### config.mk
export PLATFORM = sky130hd
export DESIGN_NAME = ex_hazard_ctrl
export DESIGN_NICKNAME = d
export VERILOG_FILES = /design/src/rtl/ex_hazard_ctrl.sv
export SDC_FILE = /design/constraint.sdc
export NUM_CORES = 1
export LEC_CHECK = 0
export CORE_AREA = 3 3 76 71
export CTS_CLUSTER_SIZE = 24
export DETAILED_ROUTE_END_ITERATION = 8
export DIE_AREA = 0 0 79 74
export PLACE_DENSITY_LB_ADDON = 0.25
export RECOVER_POWER = 50
export SYNTH_ARGS = -nofsm -noshare
export SYNTH_HDL_FRONTEND = slang
export SYNTH_SLANG_ARGS = --single-unit
export TNS_END_PERCENT = 50
### constraint.sdc
create_clock -name Clk -period 3.4 [get_ports Clk]
set_input_delay 0.34 -clock Clk [delete_from_list [all_inputs] [get_ports Clk]]
set_output_delay 0.34 -clock Clk [all_outputs]
set_load 0.005 [all_outputs]
### src/rtl/ex_hazard_ctrl.sv
// EX-stage hazard control: four-deep writeback scoreboard, SAD occupancy
// counter, load-use/RAW stall, redirect flush and a saturating stall counter.
module ex_hazard_ctrl (
    input  logic        Clk,
    input  logic        Reset,
    input  logic        id_valid,
    input  logic [4:0]  id_rs,
    input  logic [4:0]  id_rt,
    input  logic        id_uses_rs,
    input  logic        id_uses_rt,
    input  logic        id_regwrite,
    input  logic [4:0]  id_dst,
    input  logic [1:0]  id_memread,
    input  logic        id_sad,
    input  logic        ex4_redirect,
    output logic        stall,
    output logic        flush,
    output logic        sad_busy,
    output logic [15:0] stall_count
);

    // Index 0 is EX1, index 3 is EX4.
    logic [3:0]      sb_valid;
    logic [3:0][4:0] sb_dst;
    logic [3:0]      sb_load;
    logic [1:0]      sad_cnt;

    logic [3:0] elig;
    logic       raw_hz;
    logic       sad_hz;
    logic       rs_live;
    logic       rt_live;
    logic       new_valid;
    logic       sad_issue;

    // A non-load result in EX4 is forwarded, so only loads stall from there.
    assign elig    = sb_valid & {sb_load[3], 3'b111};
    assign rs_live = id_uses_rs & (id_rs != 5'd0);
    assign rt_live = id_uses_rt & (id_rt != 5'd0);

    always_comb begin
        raw_hz = 1'b0;
        for (int i = 0; i < 4; i++) begin
            if (elig[i]) begin
                if (rs_live && (id_rs == sb_dst[i]))
                    raw_hz = 1'b1;
                if (rt_live && (id_rt == sb_dst[i]))
                    raw_hz = 1'b1;
            end
        end
    end

    assign sad_hz    = id_valid & id_sad & (sad_cnt != 2'd0);
    assign flush     = ~Reset & ex4_redirect;
    assign stall     = ~Reset & id_valid & (raw_hz | sad_hz) & ~ex4_redirect;
    assign sad_busy  = ~Reset & (sad_cnt != 2'd0);
    assign new_valid = id_valid & id_regwrite & (id_dst != 5'd0) & ~stall;
    assign sad_issue = id_valid & id_sad & ~stall;

    always_ff @(posedge Clk) begin
        if (Reset) begin
            sb_valid    <= '0;
            sb_dst      <= '0;
            sb_load     <= '0;
            sad_cnt     <= 2'd0;
            stall_count <= 16'd0;
        end else begin
            if (stall && (stall_count != 16'hFFFF))
                stall_count <= stall_count + 16'd1;
            if (flush) begin
                sb_valid <= '0;
                sad_cnt  <= 2'd0;
            end else begin
                sb_valid <= {sb_valid[2:0], new_valid};
                sb_dst   <= {sb_dst[2:0], id_dst};
                sb_load  <= {sb_load[2:0], (id_memread != 2'd0)};
                if (sad_issue)
                    sad_cnt <= 2'd3;
                else if (sad_cnt != 2'd0)
                    sad_cnt <= sad_cnt - 2'd1;
            end
        end
    end

endmodule

== Yosys cells after proc, flatten, opt, wreduce, memory -nomap -nowiden ==
Cells that the tools add are included.

* Bits in registers: 46
* Output and inout bits: 19
* Word-level logic and storage cells: 67

* $add $sub $neg: 2
* Eq/ne operators: 9
* Multiplexer cells: 14
* Bitwise logic cells: 18
* Reduce and logical (&&, ||, !) cells: 16

{| class="wikitable"
|+ Operator list
! operator !! count
|-
| == test 5 bit || 8
|-
| adder 16 x 1 -> 16 bit, second input constant || 1
|-
| != test 16 bit, second input constant || 1
|-
| nonzero test 5 bit || 3
|-
| AND 1 bit || 13
|-
| 2-to-1 mux 1 bit || 12
|-
| logical AND 1 bit || 9
|-
| nonzero test 2 bit || 3
|-
| AND 4 bit || 1
|-
| 2-to-1 mux 2 bit || 2
|-
| inverter 1 bit || 3
|-
| OR reduction 2 bit || 1
|-
| subtractor 2 x 1 -> 2 bit, second input constant || 1
|-
| OR 1 bit || 1
|}

== Depth between registers and ports, before layout ==
Gate-level depths: netlist of run 1.

* Word-level depth: 21
* Gate-level depth with buffers: 12
* Gate-level depth less buffers: 9

== Worst setup path after synthesis of run 1 ==
Ideal clock, no wire load.

* Kind: input port to output port
* From: input id_rt[1]
* To: output stall
* Arrival: 2.091 ns
* Required time: 3.060 ns
* Path slack: 0.969 ns
* Stages: 9
* Path buffers: 3
* Path through: buf_6 or4_4 o21ai_2 a21oi_1 or3_4 o21ai_4 buf_6 buf_12 inv_2

* Word-level cells in the longest chain between the ends: 17
* Elaborated cells on any way between the ends: 24
* Those cells by class: 4 x eq/ne; 11 x mux; 4 x bitwise; 5 x reduce/logical

{| class="wikitable"
|+ RTL lines
! element !! line !! source
|-
| from (decl) || 8 || <nowiki>input logic [4:0] id_rt,</nowiki>
|-
| nonzero test 5 bit || 39 || <nowiki>assign rt_live = id_uses_rt & (id_rt != 5'd0);</nowiki>
|-
| AND 1 bit || 39 ||
|-
| logical AND 1 bit || 47 || <nowiki>if (rt_live && (id_rt == sb_dst[i]))</nowiki>
|-
| 2-to-1 mux 1 bit || 47 ||
|-
| 2-to-1 mux 1 bit || 44 || <nowiki>if (elig[i]) begin</nowiki>
|-
| 2-to-1 mux 1 bit || 45 || <nowiki>if (rs_live && (id_rs == sb_dst[i]))</nowiki>
|-
| 2-to-1 mux 1 bit || 47 ||
|-
| 2-to-1 mux 1 bit || 44 ||
|-
| 2-to-1 mux 1 bit || 45 ||
|-
| 2-to-1 mux 1 bit || 47 ||
|-
| 2-to-1 mux 1 bit || 44 ||
|-
| 2-to-1 mux 1 bit || 45 ||
|-
| 2-to-1 mux 1 bit || 47 ||
|-
| 2-to-1 mux 1 bit * || 44 ||
|-
| OR 1 bit * || 55 || <nowiki>assign stall = ~Reset & id_valid & (raw_hz | sad_hz) & ~ex4_redirect;</nowiki>
|-
| AND 1 bit * (2 in a row) || 55 ||
|-
| to (decl) || 16 || <nowiki>output logic stall,</nowiki>
|}

Every way passes the cells marked *; elsewhere a longest branch is shown, timed or not.

== Worst setup path in the final report of run 1 ==
* From: input id_rs[1]
* To: output stall

* Word-level cells in the longest chain between the ends: 18
* Elaborated cells on any way between the ends: 25
* Those cells by class: 4 x eq/ne; 12 x mux; 4 x bitwise; 5 x reduce/logical

{| class="wikitable"
|+ RTL lines
! element !! line !! source
|-
| from (decl) || 7 || <nowiki>input logic [4:0] id_rs,</nowiki>
|-
| nonzero test 5 bit || 38 || <nowiki>assign rs_live = id_uses_rs & (id_rs != 5'd0);</nowiki>
|-
| AND 1 bit || 38 ||
|-
| logical AND 1 bit || 45 ||
|-
| 2-to-1 mux 1 bit || 45 ||
|-
| 2-to-1 mux 1 bit || 47 ||
|-
| 2-to-1 mux 1 bit || 44 ||
|-
| 2-to-1 mux 1 bit || 45 ||
|-
| 2-to-1 mux 1 bit || 47 ||
|-
| 2-to-1 mux 1 bit || 44 ||
|-
| 2-to-1 mux 1 bit || 45 ||
|-
| 2-to-1 mux 1 bit || 47 ||
|-
| 2-to-1 mux 1 bit || 44 ||
|-
| 2-to-1 mux 1 bit || 45 ||
|-
| 2-to-1 mux 1 bit || 47 ||
|-
| 2-to-1 mux 1 bit * || 44 ||
|-
| OR 1 bit * || 55 ||
|-
| AND 1 bit * (2 in a row) || 55 ||
|}

Marked as above.

==> run_results.csv, run 1 <==
group,metric,value,unit
clock_tree,worstSkewPairLatency,290,ps
sta,fin_crit_sh,89.7,%
route,drc,0,
clock_tree,cts_resized,0,
synthesis,yosysSeqAreaShare,34.7,%
setup_path,startpoint,"id_rs[1]",
synthesis,synth_ff_type,"dfxtp_1",
global_routing,grt_overflow,0,
synthesis,synth_edf_count,0,
synthesis,synthesis.nets,311,
placed_design,place_inst,378,
power_and_ir_drop,p_leak,1.22,nW
synthesis,async_flop_share,0,%
synthesis,yosysMostFrequentCell,"dfxtp_1",
synthesis,synth_top_cell_area_share,34.7,%
placed_design,port_buffers,43,
global_routing,track_usage,20.2,%
route,routed_wirelength,5.41,mm
min_path,worstHoldStart,"sb_valid[1]$_SDFF_PP0_",
power_and_ir_drop,p_switching,253,µW
setup_path,critPathMaxFanout,5,
sta,tns,0,ps
power_and_ir_drop,power_frac_seq,50.5,%
sta,slew_violations,0,
route,drt-initial-drc-count,111,
clock_tree,cts_root_buffer,"clkbuf_8",
setup_path,crit_path_end_kind,"primary output",
setup_path,path_class,"in2out",
floorplanning,coreArea,4740,µm²
placed_design,gp_congestion,0.833,
sta,rsz0062_at_grt,"false",
sta,setup_viol,0,
sta,max_slew_margin,67.4,%
synthesis,yosysTopAreaCell,"dfxtp_1",
layout,area_growth,19.5,%
synthesis,postSynthAreaPerCell,9.33,µm²
setup_path,startpoint_type,"input pin",
route,drtAntennaViolNets,0,
clock_tree,cts_made_buffers,5,
synthesis,yosysWarningCount,0,
setup_path,required,3060,ps
power_and_ir_drop,p_per_area,351,nW/µm²
route,vias,2098,
power_and_ir_drop,ir_worst_vdd,251,µV
global_routing,grt_pass1_wl,9.46,mm
clock_tree,htreeDepth,2,
setup_path,reg2reg_from,"sb_dst[16]$_SDFFE_PP0N_",
power_and_ir_drop,swShare,22.8,%
floorplanning,num_io_pins,44,
synthesis,synth_area_leaders,"dfxtp_1 (35%), mux2i_1 (9.1%), xor2_1 (7.9%)",
layout,layout-drive-gt1-share,15.0,%
synthesis,synthCells,284,
power_and_ir_drop,internal_power,858,µW
route,routedWlPerCell,14.1,µm
clock_tree,cts_tree,"done",
sta,worst_pin_slew,488,ps
synthesis,synth_area,2650,µm²
placed_design,place_hpwl,4.10,mm
sta,clock_skew,10.6,ps
layout,n_antenna_cell,0,
sta,hold_viol,0,
floorplanning,fp.dieH,74,µm
layout,multiInputGateArea,1540,µm²
clock_tree,cts.reportedPaths.clkPinSlew,90,ps
min_path,hp-class,"reg2reg",
floorplanning,std_cell_rows,24,
synthesis,synth-seq-cells,46,
global_routing,grt_pass1_vias,1994,
route,via_per_inst,5.45,
layout,num-fill-cells,423,
clock_tree,cts_sinks,46,
power_and_ir_drop,comb_power_share,12.7,%
power_and_ir_drop,power,1.11,mW
setup_path,arrival,2710,ps
clock_tree,postCtsSetupRepairBufs,0,
clock_tree,cts_max_path_buffers,2,
power_and_ir_drop,clkPwrFrac,36.7,%
layout,seqCellArea,921,µm²
floorplanning,die_x,79,µm
route,first_pass_iters,4,
synthesis,synth_cell_types,46,
floorplanning,die-area,5850,µm²
clock_tree,ctsHoldBuffers,0,
synthesis,synth_common_cells,"dfxtp_1 (46), nor2_1 (36), mux2i_1 (24), xor2_1 (24), xnor2_1 (17)",
layout,final_cells,385,
flow_run,max_cap_violations,0,
layout,utilization,66.8,%
sta,fmax,0.328,GHz
global_routing,grt_max_degree,47,
outcome,status,"completed",
sta,fin_crit,3050,ps
global_routing,antenna_found_initial,0,
layout,fin_nets,347,
floorplanning,start_util,55.9,%
==> kinds of logic (layout without fill, tap and decap cells) <==
family          after synthesis  after routing  share of synthesized area (%)
buf+inv                      28             64                           7.32
simple gates                106            106                           21.7
flops                        46             46                           34.7
mux                          29             29                           11.5
compound gates               32             32                           10.2
fa+ha+maj                     2              2                          0.944
xor+xnor                     41             41                           13.6
==> layer usage <==
| layer | vias to the layer above | GRT usage (%) | part of all wire (%) |
|---|---|---|---|
| met3 | 5 | 3.87 | 3.9 |
| li1 | 1062 | - | - |
| met1 | 990 | 30.0 | 52 |
| met2 | 41 | 30.6 | 44 |
| met4 | 0 | 4.39 | 0.67 |
| met5 | - | 0 | 0 |
==> path summary, 6_finish.rpt <==
path	cells after the start	endpoint	slack, ps
worst max-delay path	9	stall	350
worst min register to register	1	sb_valid[2]$_SDFF_PP0_	470
worst min-delay path	1	sb_valid[2]$_SDFF_PP0_	470
worst max register to register	9	stall_count[4]$_SDFFE_PP0P_	900
==> registers in the layout, indices dropped and copies added, names as in the netlist <==
| register | cells |
|---|---|
| sad_cnt | 2 |
| sb_dst | 20 |
| sb_load | 4 |
| sb_valid | 4 |
| stall_count | 16 |
==> cell type report <==
| class | count | area share (%) |
|---|---|---|
| Clock buffer | 6 | 2.61 |
| Clock inverter | 1 | 0.948 |
| Inverter | 6 | 0.711 |
| Multi-Input combinational cell | 210 | 48.6 |
| Sequential cell | 46 | 29.1 |
| Tap cell | 65 | 2.57 |
| Timing Repair Buffer | 51 | 15.5 |
==> cell usage in the layout (no fill, tap or decap), drive strengths merged, types with 7 or more instances in the layout <==
cell	count
xnor2	17
xor2	24
dlygate4sd3	7
a21oi	10
buf	8
or4	10
nand2	7
nand3	16
dfxtp	46
o21ai	7
nor2	36
nor4	11
mux2i	24
clkdlybuf4s50	36
==> through the flow <==
step | hold slack, ps | worst slack (ps) | area [µm²]
after floorplan | 423 | 969 | 2650
after global placement | 441 | 324 | 3060
after detailed placement | 447 | 319 | 3060
after CTS | 467 | 326 | 3170
after global routing | 487 | 187 | 3170
final | 465 | 350 | 3170
==> worst max-delay path, cell delays in order <==
cell and delay (ps):
clkdlybuf4s50_1 520, or4_1 570, o21ai_2 180, nor4_1 80, o21ai_0 190, nand2_1 140, o21ai_4 200, inv_2 50
clkdlybuf4s50_1 440
==> power by group through the flow <==
stage               registers (mW)  logic (mW)  clock network, mW
floorplan                    0.571       0.102                  0
global placement             0.574       0.140                  0
detailed placement           0.574       0.141                  0
CTS                          0.561       0.142              0.415
global route                 0.563       0.155              0.436
finish                       0.562       0.141              0.408
(Power assumes the default switching activity.)
==> inputs of run 2 (changes only) <==
--- a/config.mk
+++ b/config.mk
@@ -11,6 +11,8 @@
 export DIE_AREA = 0 0 79 74
 export PLACE_DENSITY_LB_ADDON = 0.25
 export RECOVER_POWER = 50
+export SETUP_SLACK_MARGIN = 0.1
+export SLEW_MARGIN = 40
 export SYNTH_ARGS = -nofsm -noshare
 export SYNTH_HDL_FRONTEND = slang
 export SYNTH_SLANG_ARGS = --single-unit
==> results of run 2 <==
Final layout, timing and power as in run 1 (identical DEF).
==> inputs of run 3 (changes only) <==
--- a/config.mk
+++ b/config.mk
@@ -6,9 +6,11 @@
 export NUM_CORES = 1
 export LEC_CHECK = 0
 export CORE_AREA = 3 3 76 71
+export CTS_CLUSTER_DIAMETER = 50
 export CTS_CLUSTER_SIZE = 24
 export DETAILED_ROUTE_END_ITERATION = 8
 export DIE_AREA = 0 0 79 74
+export HOLD_SLACK_MARGIN = 0.02
 export PLACE_DENSITY_LB_ADDON = 0.25
 export RECOVER_POWER = 50
 export SETUP_SLACK_MARGIN = 0.1
==> results of run 3 <==
Final layout, timing and power as in run 1 (identical DEF).
